--- src/rtl/rsnn_host_driver.sv ---
// rsnn_host_driver: host-side pin sequencer for the RSNN tile.
// Turns DATA_WRITE / PARAM_LOAD / RUN commands into timed ena/ui/uio pin
// sequences and returns one result byte per RUN on a valid/ready stream.
// Optional macro RSNN_HOST_SPIKECOUNT_EN: the RUN result becomes a saturating
// count of cycles with any uo bit set instead of the OR of all uo samples.
module rsnn_host_driver #(
    parameter int HOLD_CYCLES = 2,
    parameter int RUN_CYCLES  = 20
) (
    input  logic       clk,
    input  logic       rst,
    input  logic       cmd_valid,
    output logic       cmd_ready,
    input  logic [1:0] cmd_op,
    input  logic [7:0] cmd_data,
    output logic       pin_ena,
    output logic [7:0] pin_ui,
    output logic [7:0] pin_uio,
    input  logic [7:0] pin_uo,
    output logic       rsp_valid,
    input  logic       rsp_ready,
    output logic [7:0] rsp_data,
    output logic       busy
);

    generate
        if (HOLD_CYCLES < 1 || HOLD_CYCLES > 15) begin : g_bad_hold
            $error("rsnn_host_driver: HOLD_CYCLES must be in 1..15");
        end
        if (RUN_CYCLES < 1 || RUN_CYCLES > 255) begin : g_bad_run
            $error("rsnn_host_driver: RUN_CYCLES must be in 1..255");
        end
    endgenerate

    localparam logic [7:0] HOLD_TC = 8'(HOLD_CYCLES - 1);
    localparam logic [7:0] RUN_TC  = 8'(RUN_CYCLES - 1);

    localparam logic [1:0] OP_WRITE = 2'd1;
    localparam logic [1:0] OP_LOAD  = 2'd2;
    localparam logic [1:0] OP_RUN   = 2'd3;

    typedef enum logic [2:0] {IDLE, SETUP, STROBE, RECOVER, RUN, REPORT} state_t;

    state_t     state, state_nxt;
    logic [7:0] cnt, cnt_nxt;   // phase counter, counts down to 0
    logic [1:0] op;             // op of the write/load in flight
    logic [7:0] payload;
    logic [7:0] acc;            // RUN result accumulator
    logic       cmd_fire;

    assign cmd_fire = cmd_valid && cmd_ready;

    // State, phase counter, latched command and result accumulator
    always_ff @(posedge clk or posedge rst) begin
        if (rst) begin
            state   <= IDLE;
            cnt     <= 8'd0;
            op      <= 2'd0;
            payload <= 8'd0;
            acc     <= 8'd0;
        end else begin
            state <= state_nxt;
            cnt   <= cnt_nxt;
            if (cmd_fire && (cmd_op == OP_WRITE || cmd_op == OP_LOAD)) begin
                op      <= cmd_op;
                payload <= cmd_data;
            end
            if (cmd_fire && cmd_op == OP_RUN) begin
                acc <= 8'd0;
            end else if (state == RUN) begin
`ifdef RSNN_HOST_SPIKECOUNT_EN
                if (pin_uo != 8'd0 && acc != 8'hFF) acc <= acc + 8'd1;
`else
                acc <= acc | pin_uo;
`endif
            end
        end
    end

    // Next-state, counter reload on state entry, and pin/stream outputs
    always_comb begin
        state_nxt = state;
        cnt_nxt   = cnt;
        cmd_ready = 1'b0;
        pin_ena   = 1'b0;
        pin_ui    = 8'd0;
        pin_uio   = 8'd0;
        rsp_valid = 1'b0;
        rsp_data  = 8'd0;
        case (state)
            IDLE: begin
                // held low while reset is asserted so every output reads 0
                cmd_ready = !rst;
                if (cmd_fire) begin
                    if (cmd_op == OP_WRITE || cmd_op == OP_LOAD) begin
                        state_nxt = SETUP;
                    end else if (cmd_op == OP_RUN) begin
                        state_nxt = RUN;
                        cnt_nxt   = RUN_TC;
                    end
                end
            end
            SETUP: begin
                pin_ena   = 1'b1;
                pin_uio   = payload;
                state_nxt = STROBE;
                cnt_nxt   = HOLD_TC;
            end
            STROBE: begin
                pin_ena   = 1'b1;
                pin_uio   = payload;
                pin_ui[5] = (op == OP_WRITE);
                pin_ui[6] = (op == OP_LOAD);
                if (cnt == 8'd0) state_nxt = RECOVER;
                else             cnt_nxt   = cnt - 8'd1;
            end
            RECOVER: begin
                pin_ena   = 1'b1;
                pin_uio   = payload;
                state_nxt = IDLE;
            end
            RUN: begin
                pin_ena   = 1'b1;
                pin_ui[4] = 1'b1;
                if (cnt == 8'd0) state_nxt = REPORT;
                else             cnt_nxt   = cnt - 8'd1;
            end
            REPORT: begin
                rsp_valid = 1'b1;
                rsp_data  = acc;
                if (rsp_ready) state_nxt = IDLE;
            end
            default: state_nxt = IDLE;
        endcase
    end

    assign busy = (state != IDLE);

endmodule

--- config.mk ---
export PLATFORM = sky130hd
export DESIGN_NAME = rsnn_host_driver
export DESIGN_NICKNAME = d
export VERILOG_FILES = /design/src/rtl/rsnn_host_driver.sv
export SDC_FILE = /design/constraint.sdc
export NUM_CORES = 1
export LEC_CHECK = 0
export CAP_MARGIN = 20
export CORE_MARGIN = 2
export CORE_UTILIZATION = 45
export CTS_BUF_LIST = sky130_fd_sc_hd__clkbuf_8
export DETAILED_ROUTE_END_ITERATION = 10
export PLACE_DENSITY = 0.77
export SYNTH_ARGS = -nofsm -noshare
export SYNTH_HDL_FRONTEND = slang
export SYNTH_SLANG_ARGS = --single-unit
--- constraint.sdc ---
create_clock -name clk -period 1.9 [get_ports clk]
set_input_delay 0.475 -clock clk [delete_from_list [all_inputs] [get_ports clk]]
set_output_delay 0.475 -clock clk [all_outputs]
set_load 0.03 [all_outputs]
After elaboration in Yosys (flattened, before gate mapping). Cells that the tools add are included.

Output and inout bits: 28. Bits of input ports: 22. Word-level logic and storage cells: 61. Register bits: 29.

Reduce and logical (&&, ||, !) cells: 15. Multiplexer cells: 21. Add/subtract/negate cells: 1. Bitwise gates (word level): 1. Eq/ne operators: 18.

Operators with widths (number): 8-bit 2-to-1 mux (8); 8-bit one-hot mux with 3 select lines (1); 3-bit 2-to-1 mux (6); 3-bit one-hot mux with 5 select lines (1); 2-bit != test (second input constant) (6); 5-bit AND reduction (2); 8-bit logical NOT (1); 8-bit OR (1); 8-bit by 1-bit subtractor with 8-bit output (second input constant) (1); 2-bit == test (second input constant) (3); 3-bit by 2-bit == test with 1-bit output (second input constant) (2); 3-bit == test (second input constant) (2); 3-bit nonzero test (2); 2-bit by 1-bit == test with 1-bit output (second input constant) (2); 1-bit 2-to-1 mux (4); 4-bit OR reduction (1); 3-bit by 1-bit == test with 1-bit output (second input constant) (1); 1-bit logical AND (3); 3-bit logical NOT (1); 3-bit != test (second input constant) (1); 3-bit OR reduction (1); 2-bit 2-to-1 mux (1); 2-bit by 1-bit != test with 1-bit output (second input constant) (1); 2-bit nonzero test (1); 3 further kinds (3).

Logic depth before layout (Yosys ltp).
Depth after elaboration: 5. Gate-level depth with buffers: 7.

Worst setup path after synthesis. OpenSTA, ideal clock, no wires.

Path type: input-to-reg. Start: input port rst. End: register payload[0]. Setup slack: -170 ps. Stages on the path: 4. Setup time: 125 ps. Data arrival time: 1945 ps. Data required time: 1775 ps. Path through: inv_1 > nand4_1 > buf_4 > mux2_4.

Word-level cells in the longest chain between the ends: 4.

RTL lines: from (decl) (RTL line 11) `input logic rst,`; 1-bit logical NOT (RTL line 93) `cmd_ready = !rst;`; 1-bit 2-to-1 mux (RTL line 90) `case (state)`; 1-bit logical AND (RTL line 51) `assign cmd_fire = cmd_valid && cmd_ready;`; 1-bit logical AND (RTL line 64) `if (cmd_fire && (cmd_op == OP_WRITE || cmd_op == OP_LOAD)) begin`; to (signal assigned) (RTL line 66) `payload <= cmd_data;`; to (decl) (RTL line 47) `logic [7:0] payload;`.

No other way between the ends. A chain may end at the register's enable or synchronous reset.

Worst setup path after layout.
Start: register state[2]. End: output port pin_uio[6].

Word-level cells in the longest chain between the ends: 3. Elaborated cells on any way between the ends: 5.

RTL lines: from (decl) (RTL line 44) `state_t state, state_nxt;`; from (signal assigned) (RTL line 62) `state <= state_nxt;`; 3-bit by 2-bit == test with 1-bit output / 3-bit by 1-bit == test with 1-bit output (equally long branches) (RTL line 90); 3-bit OR reduction (no line) *; 8-bit 2-to-1 mux * (RTL line 90); to (decl) (RTL line 18) `output logic [7:0] pin_uio,`.

Every way passes the cells marked *; elsewhere a longest branch is shown, timed or not.

==> flow_summary.ini <==
[setup_path]
critPathTopFamily = flip-flops
worstSetupPathType = reg -> out
r2r-start = state[2]
crit_path_max_incr_delay_ns = 0.48
cp-end-kind = output pin
crit_slowest_cell = dfrtp_2
worst_setup_path_start_kind = flop
critPathRequiredTime_ns = 1.42
crit_start = state[2]
worstPathMaxFanout = 8
critPathBufInv = 2
cp.arrival_ns = 1.45
path_cells = buf_4 > nor2_4 > and2_1 > buf_6

[floorplanning]
fp.coreArea_mm2 = 0.00342
initial_core_util_pct = 48.1
io_pins = 50
die_y_um = 64.4
dieArea_mm2 = 0.00415
die_x_um = 64.4
rows = 21

[sta]
hold_viol_final = 0
relSlewSlack_pct = 59.2
layout_setup_ws_ns = -0.0224
finalCritPeriodShare_pct = 101
setup-tns-final_ns = -0.0224
setup_viol = 1
grt_setup_unrepaired = yes
finalCriticalPeriod_ns = 1.92
tightest_slew_ns = 0.606
slew_viol_final = 0
fin_worst_skew_ns = 0.00440
max_freq_ghz = 0.520

[clocking]
h-tree-depth = 2
cts-root-buf = clkbuf_8
cts_tree = built
cts.sinks = 29
clkTransAtPathRegs_ns = 0.06
cts_buffer_depth = 2
clock_latency_ns = 0.27
numCtsBuffers = 5
ctsHoldBuffers = 0

[global_route]
grt.busiest_layer = met2
grt_max_degree = 30
grt.overflow.total = 0
antenna_found_initial = 0
grtUsageMet2_pct = 32.9
met1_usage_pct = 24.4
grt.total_usage_pct = 19.7
gr-usage-met3_pct = 4.34
grt_pass1_wl_um = 6350
grt_pass1_vias = 1377

[synth]
syn_inst = 166
ys_warn_count = 0
synthTopCellsByArea = dfrtp_1 44%, and2_1 6.1%, mux2_4 5.5%
ys_ff_latch = 29
synth_area_mm2 = 0.00164
netlist.area_leader.share_pct = 44.2
syn_area_per_cell_um2 = 9.90
synthArstFlopShare_pct = 100
synthDistinctLibCells = 44
yosys.area.top_type = dfrtp_1
synthFlopType = dfrtp_1
synth-seq-area-share_pct = 44.2
synth-edff-count = 0

[cells_and_area]
area_delta_synth_final_pct = 47.2
layout-drive-gt1-share_pct = 36.1
mostFrequentLayoutCell = buf_4
final_cell_mix = 33 x buf_4, 26 x dfrtp_1, 18 x clkdlybuf4s50_1
final_nets = 254
antenna_cells_inserted = 0

[run]
max_cap_violations = 0

[placement]
place_ws_ns = -0.470
place_congestion = 0.840
dp_hpwl_um = 2870
io_buffers = 44

[power_and_ir_drop]
irDropWorstVdd_uv = 946
power_density_mw_per_mm2 = 1700
leakagePower_nw = 1.12

[detailed_routing]
wl_per_cell_um = 15.0
antenna_left = 0
drt-initial-drc-count = 60
first_pass_iters = 4
drc = 0
wl_um = 4130
vias_per_cell = 5.34
dr_total_vias = 1473

[min_path]
hold_path_class = reg -> reg
hold_start = acc[1]

[outcome]
failed_checks = negative setup slack
status = complete, but fails checks
path summary, 6_finish.rpt:
path	end	slack, ns	depth (start not counted)
worst max register to register	cnt[6]	0.06	5
min in group asynchronous	payload[1]	0.72	5
worst max-delay path	pin_uio[6]	-0.02	4
worst min-delay path	acc[1]	0.49	2
max in group asynchronous	state[0]	0.89	5
worst min register to register	acc[1]	0.49	2
tightest hold or removal path: stages, from the launching register on:
cell and delay [ns]:
dfrtp_1 0.34, a21oi_1 0.04, nor2_1 0.07
cells by family after synthesis:
kind of cell / after synthesis / share of synthesized area, %
mux: 8 / 6.85
flops: 29 / 44.2
fa+ha+maj: 3 / 2.29
xor+xnor: 3 / 1.60
buf+inv: 22 / 7.16
compound gates: 37 / 14.9
simple gates: 63 / 22.8
other cells: 1 / 0.228
cell type report:
| cell class | instances | area, um2 |
|---|---|---|
| fill | 265 | 997 |
| multi-input combinational | 119 | 888 |
| sequential | 29 | 729 |
| timing repair buffer | 65 | 572 |
| clock buffer | 5 | 68.8 |
| clock inverter | 3 | 65.1 |
| tap | 46 | 57.6 |
| inverter | 9 | 37.5 |
what timing repair did:
item | 4_1_cts | 5_1_grt
endpoints found under the setup margin | 37 | 16
gates resized for setup | 14 | 18
buffers inserted | 4 | 2
pin swaps | 2 | 2
routing by layer:
layer | wire [um] | part of all wire, %
met5 | 0 | 0
met4 | 96 | 2.3
met3 | 256 | 6.2
met2 | 2060 | 50
met1 | 1720 | 42
flip-flops by register name (all words and copies together) (netlist names):
register	flops
op	2
state	3
cnt	8
payload	8
acc	8
synthesized netlist by cell type (2+ instances only):
cell and number:
o21ai_0 4, xnor2_1 3, o21ai_1 8, inv_1 9, nand2_1 5, nor3_1 7, mux2_4 6, a21oi_1 11
clkbuf_1 2, a211oi_1 2, buf_4 6, nor3b_1 3, and2_1 16, buf_2 4, nor2_1 17, ha_1 3
nand4_1 2, o21bai_1 2, mux2_1 2, or3b_1 2, dfrtp_1 29
per-stage QoR:
stage	hold slack, ns	cells	area [um2]	utilization, %	power, mW
after global routing	0.519	276	2420	70.8	4.37
final	0.490	276	2420	70.8	4.11
after detailed placement	0.480	262	2140	62.7	3.11
after global placement	0.467	262	2140	62.7	3.05
after CTS	0.495	274	2340	68.5	3.94
after floorplan	0.391	170	1670	-	2.48
power breakdown:
part,switching (mW),leakage (nW),internal [mW]
Combinational,1.19,0.699,1.03
Sequential,0.252,0.357,0.902
Clock,0.227,0.0681,0.521
Power figures use the tool's default switching activity.
